<file path="src/rtl/mc_core_pkg.sv">
// mc_core shared definitions: RV32I-subset encodings,
// sequencer states, ALU operations and immediate formats.
package mc_core_pkg;

  localparam logic [6:0] OP_R      = 7'h33;
  localparam logic [6:0] OP_I      = 7'h13;
  localparam logic [6:0] OP_LOAD   = 7'h03;
  localparam logic [6:0] OP_STORE  = 7'h23;
  localparam logic [6:0] OP_BRANCH = 7'h63;
  localparam logic [6:0] OP_JAL    = 7'h6f;
  localparam logic [6:0] OP_JALR   = 7'h67;
  localparam logic [6:0] OP_LUI    = 7'h37;

  localparam logic [2:0] F3_ADD = 3'd0;
  localparam logic [2:0] F3_SLT = 3'd2;
  localparam logic [2:0] F3_OR  = 3'd6;
  localparam logic [2:0] F3_AND = 3'd7;
  localparam logic [2:0] F3_BEQ = 3'd0;
  localparam logic [2:0] F3_BNE = 3'd1;
  localparam logic [2:0] F3_BLT = 3'd4;
  localparam logic [2:0] F3_W   = 3'd2;

  localparam logic [6:0] F7_BASE = 7'h00;
  localparam logic [6:0] F7_SUB  = 7'h20;

  localparam logic [31:0] EBREAK = 32'h0010_0073;

  typedef enum logic [2:0] {
    S_FETCH, S_DECODE, S_EXEC, S_MEM, S_WB, S_HALT
  } state_e;

  typedef enum logic [2:0] {
    ALU_ADD, ALU_SUB, ALU_AND, ALU_OR, ALU_SLT, ALU_PASSB
  } alu_op_e;

  typedef enum logic [2:0] {
    IMM_I, IMM_S, IMM_B, IMM_J, IMM_U
  } imm_type_e;

  function automatic alu_op_e f3_alu(logic [2:0] f3);
    alu_op_e op;
    unique case (f3)
      F3_SLT:  op = ALU_SLT;
      F3_OR:   op = ALU_OR;
      F3_AND:  op = ALU_AND;
      default: op = ALU_ADD;
    endcase
    return op;
  endfunction

  function automatic logic f3_alu_ok(logic [2:0] f3);
    return f3 inside {F3_ADD, F3_SLT, F3_OR, F3_AND};
  endfunction

endpackage

</file>
<file path="src/rtl/mc_regfile.sv">
// mc_regfile: NREG x XLEN registers, two async read
// ports, one sync write port, x0 and out-of-range read 0.
module mc_regfile
  import mc_core_pkg::*;
#(
  parameter int unsigned XLEN = 32,
  parameter int unsigned NREG = 32
) (
  input  logic            clk_i,
  input  logic            rst_ni,
  input  logic [4:0]      ra1_i,
  input  logic [4:0]      ra2_i,
  output logic [XLEN-1:0] rd1_o,
  output logic [XLEN-1:0] rd2_o,
  input  logic            we_i,
  input  logic [4:0]      wa_i,
  input  logic [XLEN-1:0] wd_i
);

  localparam int unsigned AW = $clog2(NREG);

  logic [XLEN-1:0] regs_q [NREG];

  // no bypass: a read in the write cycle sees the old value
  assign rd1_o = (32'(ra1_i) < NREG && ra1_i != 5'd0)
               ? regs_q[ra1_i[AW-1:0]] : '0;
  assign rd2_o = (32'(ra2_i) < NREG && ra2_i != 5'd0)
               ? regs_q[ra2_i[AW-1:0]] : '0;

  // write port; entry 0 never written, out-of-range dropped
  always_ff @(posedge clk_i or negedge rst_ni) begin
    if (!rst_ni) begin
      for (int i = 0; i < NREG; i++) regs_q[i] <= '0;
    end else begin
      for (int i = 1; i < NREG; i++)
        if (we_i && 32'(wa_i) == i) regs_q[i] <= wd_i;
    end
  end

endmodule

</file>
<file path="src/rtl/mc_core.sv">
// mc_core: multi-cycle RV32I-subset core, one memory port.
// Define MC_CORE_TRAP_EN to halt on illegal/misaligned ops.
module mc_core
  import mc_core_pkg::*;
#(
  parameter int unsigned     XLEN     = 32,
  parameter int unsigned     NREG     = 32,
  parameter logic [XLEN-1:0] RESET_PC = '0
) (
  input  logic            clk,
  input  logic            reset,
  output logic            mem_req,
  output logic            mem_we,
  output logic [XLEN-1:0] mem_addr,
  output logic [XLEN-1:0] mem_wdata,
  input  logic            mem_ready,
  input  logic [XLEN-1:0] mem_rdata,
  output logic            retire,
  output logic [XLEN-1:0] pc_dbg,
  output logic            halted
);

`ifdef MC_CORE_TRAP_EN
  localparam bit TrapEn = 1'b1;
`else
  localparam bit TrapEn = 1'b0;
`endif

  state_e state_q, state_d;
  logic [XLEN-1:0] pc_q, pc_d, old_pc_q, old_pc_d;
  logic [31:0] ir_q, ir_d;
  logic [XLEN-1:0] a_q, a_d, b_q, b_d, alu_q, alu_d;

  logic [6:0] opcode, f7;
  logic [2:0] f3;
  logic is_r, is_i, is_ld, is_st, is_br;
  logic is_jal, is_jalr, is_lui, is_ebrk;
  logic legal, use_imm, take;
  imm_type_e imm_sel;
  alu_op_e alu_op;
  logic [XLEN-1:0] imm_i, imm_s, imm_b, imm_j, imm_u;
  logic [XLEN-1:0] imm, alu_b, alu_res, jalr_tgt;
  logic [XLEN-1:0] rs1_val, rs2_val, rf_wd, addr_c;
  logic rf_we, req_c, we_c, retire_c;

  assign opcode = ir_q[6:0];
  assign f3 = ir_q[14:12];
  assign f7 = ir_q[31:25];

  assign is_r    = opcode == OP_R;
  assign is_i    = opcode == OP_I;
  assign is_ld   = opcode == OP_LOAD;
  assign is_st   = opcode == OP_STORE;
  assign is_br   = opcode == OP_BRANCH;
  assign is_jal  = opcode == OP_JAL;
  assign is_jalr = opcode == OP_JALR;
  assign is_lui  = opcode == OP_LUI;
  assign is_ebrk = ir_q == EBREAK;

  assign imm_i = XLEN'($signed(ir_q[31:20]));
  assign imm_s = XLEN'($signed({ir_q[31:25], ir_q[11:7]}));
  assign imm_b = XLEN'($signed({ir_q[31], ir_q[7],
                 ir_q[30:25], ir_q[11:8], 1'b0}));
  assign imm_j = XLEN'($signed({ir_q[31], ir_q[19:12],
                 ir_q[20], ir_q[30:21], 1'b0}));
  assign imm_u = XLEN'($signed({ir_q[31:12], 12'b0}));

  mc_regfile #(.XLEN(XLEN), .NREG(NREG)) u_rf (
    .clk_i (clk),
    .rst_ni(reset),
    .ra1_i (ir_q[19:15]),
    .ra2_i (ir_q[24:20]),
    .rd1_o (rs1_val),
    .rd2_o (rs2_val),
    .we_i  (rf_we),
    .wa_i  (ir_q[11:7]),
    .wd_i  (rf_wd)
  );

  // instruction class -> legality, ALU op, immediate format
  always_comb begin
    legal = 1'b0;
    use_imm = 1'b1;
    imm_sel = IMM_I;
    alu_op = ALU_ADD;
    unique case (1'b1)
      is_r: begin
        legal = (f7 == F7_BASE && f3_alu_ok(f3)) ||
                (f7 == F7_SUB && f3 == F3_ADD);
        use_imm = 1'b0;
        alu_op = (f7 == F7_SUB) ? ALU_SUB : f3_alu(f3);
      end
      is_i: begin
        legal = f3_alu_ok(f3);
        alu_op = f3_alu(f3);
      end
      is_ld: legal = f3 == F3_W;
      is_st: begin
        legal = f3 == F3_W;
        imm_sel = IMM_S;
      end
      is_br: begin
        legal = f3 inside {F3_BEQ, F3_BNE, F3_BLT};
        imm_sel = IMM_B;
      end
      is_jal: begin
        legal = 1'b1;
        imm_sel = IMM_J;
      end
      is_jalr: legal = f3 == F3_ADD;
      is_lui: begin
        legal = 1'b1;
        imm_sel = IMM_U;
        alu_op = ALU_PASSB;
      end
      is_ebrk: legal = 1'b1;
      default: legal = 1'b0;
    endcase
  end

  // immediate select, ALU and branch compare
  always_comb begin
    unique case (imm_sel)
      IMM_S:   imm = imm_s;
      IMM_B:   imm = imm_b;
      IMM_J:   imm = imm_j;
      IMM_U:   imm = imm_u;
      default: imm = imm_i;
    endcase
    alu_b = use_imm ? imm : b_q;
    unique case (alu_op)
      ALU_SUB:   alu_res = a_q - alu_b;
      ALU_AND:   alu_res = a_q & alu_b;
      ALU_OR:    alu_res = a_q | alu_b;
      ALU_SLT:   alu_res = {{(XLEN-1){1'b0}},
                   $signed(a_q) < $signed(alu_b)};
      ALU_PASSB: alu_res = alu_b;
      default:   alu_res = a_q + alu_b;
    endcase
    jalr_tgt = {alu_res[XLEN-1:1], 1'b0};
    unique case (f3)
      F3_BEQ:  take = a_q == b_q;
      F3_BNE:  take = a_q != b_q;
      F3_BLT:  take = $signed(a_q) < $signed(b_q);
      default: take = 1'b0;
    endcase
  end

  // sequencer: next state, datapath loads, memory port
  always_comb begin
    state_d = state_q;
    pc_d = pc_q;
    old_pc_d = old_pc_q;
    ir_d = ir_q;
    a_d = a_q;
    b_d = b_q;
    alu_d = alu_q;
    req_c = 1'b0;
    we_c = 1'b0;
    addr_c = pc_q;
    retire_c = 1'b0;
    rf_we = 1'b0;
    rf_wd = alu_q;
    unique case (state_q)
      S_FETCH: begin
        req_c = 1'b1;
        if (mem_ready) begin
          ir_d = mem_rdata[31:0];
          old_pc_d = pc_q;
          pc_d = pc_q + XLEN'(4);
          state_d = S_DECODE;
        end
      end
      S_DECODE: begin
        a_d = rs1_val;
        b_d = rs2_val;
        alu_d = old_pc_q + (is_jal ? imm_j : imm_b);
        state_d = S_EXEC;
      end
      S_EXEC: begin
        alu_d = alu_res;
        state_d = S_WB;
        if (!legal) begin
          retire_c = !TrapEn;
          state_d = TrapEn ? S_HALT : S_FETCH;
        end else if (is_ebrk) begin
          retire_c = 1'b1;
          state_d = S_HALT;
        end else if (is_br) begin
          retire_c = 1'b1;
          alu_d = alu_q;
          state_d = S_FETCH;
          if (take) pc_d = alu_q;
        end else if (is_ld || is_st) begin
          state_d = (TrapEn && alu_res[1:0] != 2'b0)
                  ? S_HALT : S_MEM;
        end else if (is_jal) begin
          if (TrapEn && alu_q[1:0] != 2'b0) state_d = S_HALT;
          else pc_d = alu_q;
        end else if (is_jalr) begin
          if (TrapEn && jalr_tgt[1:0] != 2'b0) state_d = S_HALT;
          else pc_d = jalr_tgt;
        end
      end
      S_MEM: begin
        req_c = 1'b1;
        we_c = is_st;
        addr_c = alu_q;
        if (mem_ready) begin
          if (is_st) begin
            retire_c = 1'b1;
            state_d = S_FETCH;
          end else begin
            // load data reuses ALUout on its way to WB
            alu_d = mem_rdata;
            state_d = S_WB;
          end
        end
      end
      S_WB: begin
        rf_we = 1'b1;
        rf_wd = (is_jal || is_jalr) ? old_pc_q + XLEN'(4) : alu_q;
        retire_c = 1'b1;
        state_d = S_FETCH;
      end
      S_HALT: state_d = S_HALT;
      default: state_d = S_FETCH;
    endcase
  end

  // architectural and sequencer state
  always_ff @(posedge clk or negedge reset) begin
    if (!reset) begin
      state_q <= S_FETCH;
      pc_q <= RESET_PC;
      old_pc_q <= '0;
      ir_q <= '0;
      a_q <= '0;
      b_q <= '0;
      alu_q <= '0;
    end else begin
      state_q <= state_d;
      pc_q <= pc_d;
      old_pc_q <= old_pc_d;
      ir_q <= ir_d;
      a_q <= a_d;
      b_q <= b_d;
      alu_q <= alu_d;
    end
  end

  // reset kills an in-flight request in the same cycle
  assign mem_req = req_c & reset;
  assign mem_we = we_c;
  assign mem_addr = TrapEn ? addr_c : {addr_c[XLEN-1:2], 2'b00};
  assign mem_wdata = b_q;
  assign retire = retire_c;
  assign pc_dbg = pc_q;
  assign halted = state_q == S_HALT;

endmodule

</file>
<file path="config.mk">
export PLATFORM = sky130hd
export DESIGN_NAME = mc_core
export DESIGN_NICKNAME = d
export VERILOG_FILES = /design/src/rtl/mc_core_pkg.sv /design/src/rtl/mc_regfile.sv /design/src/rtl/mc_core.sv
export SDC_FILE = /design/constraint.sdc
export NUM_CORES = 2
export LEC_CHECK = 0
export BUFFER_PORTS_ARGS = -buffer_cell sky130_fd_sc_hd__buf_2
export CAP_MARGIN = 5
export CORE_MARGIN = 4
export CORE_UTILIZATION = 60
export CTS_BUF_LIST = sky130_fd_sc_hd__clkbuf_8
export DETAILED_ROUTE_END_ITERATION = 12
export PLACE_DENSITY = 0.87
export RECOVER_POWER = 25
export SYNTH_ARGS = -nofsm -noshare
export SYNTH_HDL_FRONTEND = slang
export SYNTH_SLANG_ARGS = --single-unit
</file>
<file path="constraint.sdc">
create_clock -name clk -period 6 [get_ports clk]
set_input_delay 1.2 -clock clk [delete_from_list [all_inputs] [get_ports clk]]
set_output_delay 1.2 -clock clk [all_outputs]
set_load 0.02 [all_outputs]
</file>
==> results.py <==
metrics = {
    "critical_path": {
        "cp.depth": 18,
        "worst_ep_arrival_time_ps": 6540,
        "crit_chain": "nand2_1, nor3_1, nand2_1, o21ai_0, a22oi_1, o21ai_0, inv_1, ha_1, a211oi_1, o211a_1, a211oi_2, a22oi_1, nor4b_1, nor2_1, a211o_1, nor3b_2, o21ai_1, a221o_1",
        "critPathSlowestCell": "dfrtp_1",
        "cp_num_buf_inv": 1,
        "end_kind": "register",
        "rr_worst_depth": 18,
        "crit_path_start_kind": "register",
        "cp_max_fo": 13,
        "critPathMaxStageDelay_ps": 610,
        "worstPathRequired_ps": 6810,
        "criticalPathCategory": "reg -> reg",
        "cp_top_family": "compound AO/OA/AOI/OAI gates",
    },
    "die": {
        "pin_count": 135,
        "rows": 123,
        "die-height_um": 347,
        "core_um2": 113000,
        "die_x_um": 347,
        "dieArea_um2": 120000,
        "initial_utilization": 0.608,
    },
    "synthesis": {
        "ys_seq_area_frac": 0.432,
        "synthFlopType": "dfrtp_1",
        "postSynthCellCount": 6745,
        "yosysTopAreaCellShare": 0.432,
        "synth_xor_area_frac": 0.00726,
        "synth_compound_gate_area_share": 0.157,
        "synthAdderAreaFrac": 0.0301,
        "async_flop_share": 1.00,
        "yosys.area_share.simple": 0.115,
        "synth.area.mux_share": 0.216,
        "synth.area.top_cells": "dfrtp_1 43%, mux4_2 19%, o21ai_0 8.7%",
        "synth_edf_count": 0,
        "yosys.area.top_type": "dfrtp_1",
        "yosysWarnings": 32,
        "synth_top_family_by_area": "multiplexers",
        "yosysUniqueCellTypes": 96,
        "syn-mean-instance-area_um2": 10.2,
        "ys_ff_latch": 1187,
        "synthesis.area_um2": 68800,
    },
    "timing": {
        "fin_crit_sh": 0.955,
        "fin_tns_setup_ps": 0,
        "fmax_ghz": 0.174,
        "relSlewSlack": -1.32,
        "skew_ps": 61.7,
        "period_minus_slack_ps": 5730,
        "final_max_slew_viol_count": 442,
        "fin_ws_ps": 269,
        "rsz0062_at_grt": "false",
        "setup_viol": 0,
        "hold_viol_final": 0,
        "worst_pin_slew_ps": 3490,
    },
    "final_layout": {
        "final_nets": 6799,
        "fillCellCount": 7953,
        "area_growth_pct": 8.38,
        "drive_above_1_share": 0.193,
    },
    "place": {
        "place_ws_ps": 480,
        "routabilityCongestion": 1.06,
        "io_buffers": 132,
        "dp_hpwl_um": 155000,
    },
    "drt": {
        "vias": 60200,
        "drc": 0,
        "via_per_inst": 7.28,
        "wl_um": 251000,
        "drt-initial-drc-count": 9885,
        "avgRoutedWirePerCell_um": 30.3,
        "drtAntennaViolNets": 0,
        "drt_pass1_iterations": 8,
    },
    "clocking": {
        "cts_sinks": 1187,
        "postCtsHoldBufs": 0,
        "cts_tree": "built",
        "clk_latency_ps": 940,
        "ctsLongestPathBuffers": 3,
        "cts_buffers": 187,
        "clk_pin_slew_ps": 60,
        "cts-root-buf": "clkbuf_8",
        "h-tree-depth": 4,
        "cts_post_setup_buffers_inserted": 0,
        "ctsResizeCount": 0,
    },
    "global_route": {
        "overflow": 0,
        "grt_start_max_net_pins": 171,
        "antenna_found_initial": 23,
        "gr-usage-all-layers": 0.413,
        "grt_pass1_vias": 60400,
        "grt_pass1_wl_um": 373000,
    },
    "run_status": {
        "outcome": "finished with violations",
        "violations": "capacitance limit, slew limit",
    },
    "pwr": {
        "ir_worst_vdd_uv": 414,
        "p_leak_uw": 0.0320,
        "power_density_nw_per_um2": 504,
    },
    "flow_run": {
        "max_cap_viol_count": 4,
    },
    "min_path": {
        "hp-class": "in -> async",
    },
}
final timing paths:
path	from	end	slack [ps]
max in group asynchronous	reset	u_rf.regs_q[876]	800
hold / removal	reset	old_pc_q[27]	240
hold reg to reg	pc_dbg[1]	old_pc_q[1]	470
setup reg to reg	ir_q[5]	alu_q[27]	270
setup / recovery	ir_q[5]	alu_q[27]	270
min in group clk	pc_dbg[1]	old_pc_q[1]	470
through the flow:
stage	hold WS, ps	total power, uW	cells	utilization	cell area, um^2
after floorplan	461	23100	6746	-	68800
after global placement	473	29100	7912	0.625	70700
after detailed placement	486	29500	7912	0.625	70700
after CTS	256	36700	8251	0.659	74500
after global routing	281	39000	8260	0.659	74500
final	244	37600	8270	0.659	74500
kinds of logic after synthesis:
kind of cell	Yosys count
xor+xnor	57
buf+inv	769
fa+ha+maj	164
other cells	1
flops	1187
mux	755
compound gates	1897
simple gates	1915
final cells by class:
cell class,count,area (um^2),share of cell area
flip-flops and latches,1187,29700,0.399
clock inverters,102,614,0.00824
diodes,19,47.5,0.000638
repair buffers,272,1840,0.0247
well taps,1500,1880,0.0252
multi-input cells,4790,36600,0.490
clock buffers,237,3260,0.0438
inverters,163,612,0.00821
metal layers:
metal / GRT usage / wire length [um]
met1: 0.510 / 82200
met2: 0.609 / 109000
met3: 0.149 / 38000
met4: 0.287 / 21000
met5: 0.00196 / 182
state kept, by name, indices dropped and copies added (netlist names):
signal,count
a_q,32
alu_q,32
ir_q,32
mem_wdata,32
old_pc_q,32
pc_dbg,32
state_q,3
u_rf.regs_q,992
cell usage in the layout, fill, tap and decap left out, drive strengths merged, types with 20 or more instances in the layout:
cell type and n:
nor3 53, clkbuf 244, ha 160, inv 235, nand2 1422, a21o 58
buf 265, a22o 36, xor2 24, nor2 183, a211oi 33, o22ai 47
a31oi 27, xnor2 33, o21bai 20, mux4 576, o211ai 38, o21ai 1201
nand3 71, o31ai 24, a21oi 258, nor4 21, clkinv 21, mux2i 113
nand4 24, mux2 66, nand2b 24, and3 23, dfrtp 1187
Yosys cell counts, types with 24 or more instances:
cell type / instances
ha_1: 160
buf_1: 54
a31oi_1: 27
o21ai_0: 1197
nand4_1: 24
xnor2_1: 33
nor3_1: 53
a211oi_1: 32
buf_2: 29
nand2b_1: 24
mux4_2: 576
nand3_1: 70
nand2_1: 1421
o211ai_1: 37
inv_1: 162
clkbuf_1: 519
mux2_2: 66
a22o_1: 36
nor2_1: 182
o22ai_1: 47
dfrtp_1: 1187
a21oi_1: 258
mux2i_1: 113
a21o_1: 58
xor2_1: 24
power breakdown:
part	leakage, uW	internal, uW	switching [uW]
Clock	0.00224	3740	3490
Combinational	0.0135	6680	11800
Sequential	0.0163	9540	2270
Total	0.0320	20000	17600
(Power assumes the default switching activity.)
